$ cat config.mk
export PLATFORM = sky130hd
export DESIGN_NAME = star_scanner
export DESIGN_NICKNAME = d
export VERILOG_FILES = /design/src/rtl/star_pkg.sv /design/src/rtl/address_translator.sv /design/src/rtl/star_scanner.sv
export SDC_FILE = /design/constraint.sdc
export NUM_CORES = 1
export LEC_CHECK = 0
export BUFFER_PORTS_ARGS = -buffer_cell sky130_fd_sc_hd__buf_2
export CAP_MARGIN = 20
export CORE_MARGIN = 2
export CORE_UTILIZATION = 58
export DETAILED_ROUTE_END_ITERATION = 16
export GPL_ROUTABILITY_DRIVEN = 0
export PLACE_DENSITY = 0.87
export SKIP_LAST_GASP = 1
export SYNTH_ARGS = -nofsm -noshare
export SYNTH_HDL_FRONTEND = slang
export SYNTH_SLANG_ARGS = --single-unit
$ cat constraint.sdc
create_clock -name clk -period 3.7 [get_ports clk]
set_clock_uncertainty 0.05 [all_clocks]
set_input_delay 0.185 -clock clk [delete_from_list [all_inputs] [get_ports clk]]
set_output_delay 0.185 -clock clk [all_outputs]
set_load 0.05 [all_outputs]
$ cat src/rtl/star_pkg.sv
// star_pkg: constants shared by the star scanner and the downstream
// top/bottom search block, plus the scanner state encoding.
//   - image geometry (WIDTH x HEIGHT) and coordinate/address widths
//   - pixel width and brightness threshold
//   - star counter width
//   - scanner state encoding (3-bit) and its enum type
package star_pkg;

  localparam int X_SZ      = 3;
  localparam int Y_SZ      = 3;
  localparam int ADDR_SZ   = 6;
  localparam int COL_SZ    = 3;
  localparam int WIDTH     = 6;
  localparam int HEIGHT    = 6;
  localparam int THRESHOLD = 0;
  localparam int CNT_SZ    = 4;

  // Scanner state encoding
  localparam logic [2:0] ST_IDLE     = 3'd0;
  localparam logic [2:0] ST_SET_ADDR = 3'd1;
  localparam logic [2:0] ST_WAIT_RD  = 3'd2;
  localparam logic [2:0] ST_CHECK    = 3'd3;
  localparam logic [2:0] ST_FOUND    = 3'd4;
  localparam logic [2:0] ST_WAIT_ACK = 3'd5;
  localparam logic [2:0] ST_DONE     = 3'd6;

  typedef enum logic [2:0] {
    IDLE     = ST_IDLE,
    SET_ADDR = ST_SET_ADDR,
    WAIT_RD  = ST_WAIT_RD,
    CHECK    = ST_CHECK,
    FOUND    = ST_FOUND,
    WAIT_ACK = ST_WAIT_ACK,
    DONE     = ST_DONE
  } scanState_t;

endpackage

$ cat src/rtl/address_translator.sv
// address_translator: maps (x, y) image coordinates to a linear RAM address.
//   x    in  X_SZ     column
//   y    in  Y_SZ     row
//   addr out ADDR_SZ  y*WIDTH + x
module address_translator
  import star_pkg::*;
(
  input  logic [X_SZ-1:0]    x,
  input  logic [Y_SZ-1:0]    y,
  output logic [ADDR_SZ-1:0] addr
);

  assign addr = ADDR_SZ'(ADDR_SZ'(y) * ADDR_SZ'(WIDTH)) + ADDR_SZ'(x);

endmodule

$ cat src/rtl/star_scanner.sv
// star_scanner: raster-scans the 6x6 image RAM for bright pixels (> THRESHOLD),
// reports each hit to the downstream search block and resumes scanning on the
// row below the star's reported bottom once the downstream side completes.
//   clk            in   clock, rising edge
//   reset          in   asynchronous active-high reset
//   start          in   begins a frame scan from (0,0) when in IDLE/DONE
//   mem_addr       out  RAM read address (y*WIDTH + x of scan counters)
//   mem_q          in   RAM data, valid one clock after mem_addr
//   star_found     out  one-cycle pulse per star
//   x_out, y_out   out  coordinates of the last star found
//   complete_in    in   downstream search finished (honoured in WAIT_ACK only)
//   most_bottom_in in   downstream bottom row of the current star
//   star_count     out  stars found this frame, saturating
//   scan_busy      out  high outside IDLE/DONE
//   scan_done      out  high in DONE
//   scan_state     out  current FSM state (debug)
//
// Handshake: star_found is a single-cycle notification with no ready; the
// downstream acknowledges with a complete_in pulse, which only counts while
// the scanner sits in WAIT_ACK (a complete held over from the previous star
// during FOUND is ignored).
module star_scanner
  import star_pkg::*;
(
  input  logic               clk,
  input  logic               reset,
  input  logic               start,
  output logic [ADDR_SZ-1:0] mem_addr,
  input  logic [COL_SZ-1:0]  mem_q,
  output logic               star_found,
  output logic [X_SZ-1:0]    x_out,
  output logic [Y_SZ-1:0]    y_out,
  input  logic               complete_in,
  input  logic [Y_SZ-1:0]    most_bottom_in,
  output logic [CNT_SZ-1:0]  star_count,
  output logic               scan_busy,
  output logic               scan_done,
  output logic [2:0]         scan_state
);

  localparam logic [X_SZ-1:0]   X_LAST = X_SZ'(WIDTH - 1);
  localparam logic [Y_SZ-1:0]   Y_LAST = Y_SZ'(HEIGHT - 1);
  localparam logic [COL_SZ-1:0] THR    = COL_SZ'(THRESHOLD);

  scanState_t        state;
  logic [X_SZ-1:0]   x;
  logic [Y_SZ-1:0]   y;

  address_translator u_addr (
    .x    (x),
    .y    (y),
    .addr (mem_addr)
  );

  assign scan_state = state;

  always_ff @(posedge clk or posedge reset) begin
    if (reset) begin
      state      <= IDLE;
      x          <= '0;
      y          <= '0;
      x_out      <= '0;
      y_out      <= '0;
      star_count <= '0;
      star_found <= 1'b0;
      scan_busy  <= 1'b0;
      scan_done  <= 1'b0;
    end else begin
      star_found <= 1'b0;
      case (state)
        IDLE, DONE: begin
          if (start) begin
            x          <= '0;
            y          <= '0;
            star_count <= '0;
            scan_busy  <= 1'b1;
            scan_done  <= 1'b0;
            state      <= SET_ADDR;
          end
        end
        SET_ADDR: state <= WAIT_RD;
        // RAM latency: mem_q for the current address is valid from here on
        WAIT_RD:  state <= CHECK;
        CHECK: begin
          if (mem_q > THR) begin
            x_out      <= x;
            y_out      <= y;
            star_found <= 1'b1;   // high exactly while in FOUND
            state      <= FOUND;
          end else if (x != X_LAST) begin
            x     <= x + X_SZ'(1);
            state <= SET_ADDR;
          end else if (y != Y_LAST) begin
            x     <= '0;
            y     <= y + Y_SZ'(1);
            state <= SET_ADDR;
          end else begin
            scan_busy <= 1'b0;
            scan_done <= 1'b1;
            state     <= DONE;
          end
        end
        FOUND: state <= WAIT_ACK;
        WAIT_ACK: begin
          if (complete_in) begin
            if (star_count != '1) star_count <= star_count + CNT_SZ'(1);
            // A bottom above the star's own row means the downstream search
            // wrapped; treat it like reaching the last row.
            if (most_bottom_in >= Y_LAST || most_bottom_in < y_out) begin
              scan_busy <= 1'b0;
              scan_done <= 1'b1;
              state     <= DONE;
            end else begin
              x     <= '0;
              y     <= most_bottom_in + Y_SZ'(1);
              state <= SET_ADDR;
            end
          end
        end
        default: begin
          scan_busy <= 1'b0;
          scan_done <= 1'b0;
          state     <= IDLE;
        end
      endcase
    end
  end

endmodule

==> results.toml <==
[worst_hold_path]
hold_class = "in2reg"

[critical_path]
arrival_ps = 2180
worst_setup_path_end_kind = "output pin"
path_delay_family = "adder cells"
crit_buf_inv = 3
startpoint_type = "flip-flop"
path_class = "reg2out"
cp_slowest_stage_delay_ps = 450
slowest_stage = "dfrtp_1"
crit_chain = "inv_1 > ha_1 > inv_1 > fa_1 > nand2_1 > xnor2_1 > buf_2"
path_max_fanout = 5
critPathRequiredTime_ps = 3460
critical_path.most_common_cell = "inv_1"

[timing]
final_hold_viol_count = 0
post-route-min-period_ps = 2410
tns_ps = 0
relSlewSlack_pct = 45.7
post-route-period-util_pct = 65.3
slew_violations = 0
setup_ws_ps = 1290
fmax_ghz = 0.414
finalSetupViolCount = 0
rsz0062_at_grt = "no"
worst_pin_slew_ps = 814

[clocking]
cts_setup_buffers = 0
cts_max_path_buffers = 2
cts_root_buffer = "clkbuf_4"
clock_latency_ps = 320
cts_resized = 0
numCtsBuffers = 3
cts_sinks = 22
cts_tree = "done"
htree_levels = 1
cts.clk_slew.worst_paths_ps = 130

[logic_synthesis]
ys.warnings.count = 0
synth_fp_nets = 175
ys_seq_area_share_pct = 37.8
yosysUniqueCellTypes = 41
synth_enable_flop_cells = 0
async_flop_share_pct = 100
syn_avg_cell_area_sq_um = 9.53
yosys.area.top_type_share_pct = 37.8
netlist_area_sq_mm = 0.00146
synthCells = 153
synth.area.top_cells = "dfrtp_1 38%, ha_1 8.6%, o21ai_0 5.2%, nand2_1 4.9%, mux2_2 4.6%"
ys.flop_type = "dfrtp_1"
synth_seq_cells = 22
synth_top_area_cell = "dfrtp_1"

[finish]
fillers = 192
final_layout_size_suffix_gt1_share_pct = 25.5
final_common_cell = "buf_2"
multiInputGateArea_sq_um = 858
syn_to_final_growth_pct = 14.6
final_cell_mix = "31 x buf_2, 22 x dfrtp_1, 19 x nand2_1"
utilization_pct = 68.7
layout.area.seq_sq_um = 551
fin_nets = 207
n_antenna_cell = 0
final_area_sq_mm = 0.00167

[detailed_routing]
num_vias = 1294
drt_iter0_drc = 64
first_pass_iters = 4
vias_per_cell = 6.05
routedWlPerCell_um = 14.8
drc = 0
finalWirelength_um = 3170
drtAntennaViolNets = 0

[floorplanning]
die-area_sq_mm = 0.00293
dieWidth_um = 54.1
fp-row-count = 18
ios = 32
die_h_um = 54.1
core-area_sq_mm = 0.00243
start_util_pct = 59.9

[place]
place_area_sq_mm = 0.00162
dp_hpwl_um = 2420
post-place-ws_ps = 1580
numPortBuffers = 31

[grt]
grt.overflow.total = 0
antenna_found_initial = 0
grt_first_pass_wirelength_um = 5210
grt_usage_pct = 24.8
grt_start_max_net_pins = 23
grt_pass1_vias = 1168

[power]
power_density_mw_per_mm2 = 833
vdd_ir_drop_max_mv = 0.529
p_leak_uw = 0.000849

[status]
status = "complete, no violations"

[run]
cap_viol_max_count = 0
[registers in the layout (all words and copies together), names as in the netlist]
signal and count:
x 3, y_out 3, x_out 3, star_found 1, y 3, scan_state 3, star_count 4, scan_done 1
scan_busy 1
[through the flow]
stage / hold WS [ps] / cells / power (uW)
floorplan: 124 / 153 / 1100
global placement: 321 / 209 / 1220
detailed placement: 340 / 209 / 1250
CTS: 178 / 214 / 1390
global route: 186 / 214 / 1480
finish: 174 / 214 / 1390
[final cells by class]
| type | count | area share (%) |
|---|---|---|
| multi-input cells | 120 | 51.4 |
| flip-flops and latches | 22 | 33.0 |
| repair buffers | 32 | 9.89 |
| well taps | 30 | 2.25 |
| clock buffers | 4 | 2.17 |
| inverters | 6 | 1.35 |
[per-layer routing]
metal	global-route usage, %	share of wire (%)	wire length, um	up-vias
li1	-	-	-	620
met1	29.9	43	1350	609
met2	42.4	50	1590	51
met3	4.72	4.7	150	14
met4	11.3	2.2	70	0
met5	0	0	0	-
[cells in the mapped netlist, types with 3 or more instances]
library cell and instances:
dfrtp_1 22, nand2_1 19, o21ai_0 15, a21oi_1 10, ha_1 10, inv_1 6, mux2_2 6, nor2_1 6
nand3_1 4, nor3_1 4, a211oi_1 3, a22o_1 3, and3_1 3, buf_2 3, nand3b_1 3, nor3b_1 3
xnor2_1 3
[where the power goes]
group | switching (uW) | internal [uW] | total, uW
clock network | 79.4 | 60.3 | 140
logic | 552 | 278 | 830
registers | 115 | 306 | 421
[worst paths after layout]
kind	slack (ps)	end	cells past startpoint	from
hold / removal	170	scan_state[0]	3	complete_in
setup / recovery	1290	mem_addr[5]	7	y[1]
max in group asynchronous	2580	y_out[1]	3	reset
hold reg to reg	470	x_out[2]	1	x_out[2]
setup reg to reg	1530	y[2]	7	scan_state[0]
min in group asynchronous	510	star_found	3	reset
[worst reg2reg max path: stages (launching register included)]
cell     delay (ps)
dfrtp_1         650
nand2_1         140
nor2_1          430
o21ai_0         180
ha_1            240
nand2_1          60
o21ai_0          70
mux2_4          260
[repair_timing]
item / in CTS / in global routing
hold buffers: 1 / 0
hold endpoints to repair: 22 / 0
endpoints found under the setup margin: 0 / 0
[cells by family after synthesis]
kind of cell	after synthesis	synth area share (%)
AND/OR/NAND/NOR	51	17.9
multiplexers	9	7.38
XOR/XNOR	5	3.00
AO/OA/AOI/OAI	43	19.2
flip-flops	22	37.8
adder cells (fa/ha/maj)	12	11.3
buffers and inverters	11	3.35
Note: power is estimated with default switching activity, not from simulation.
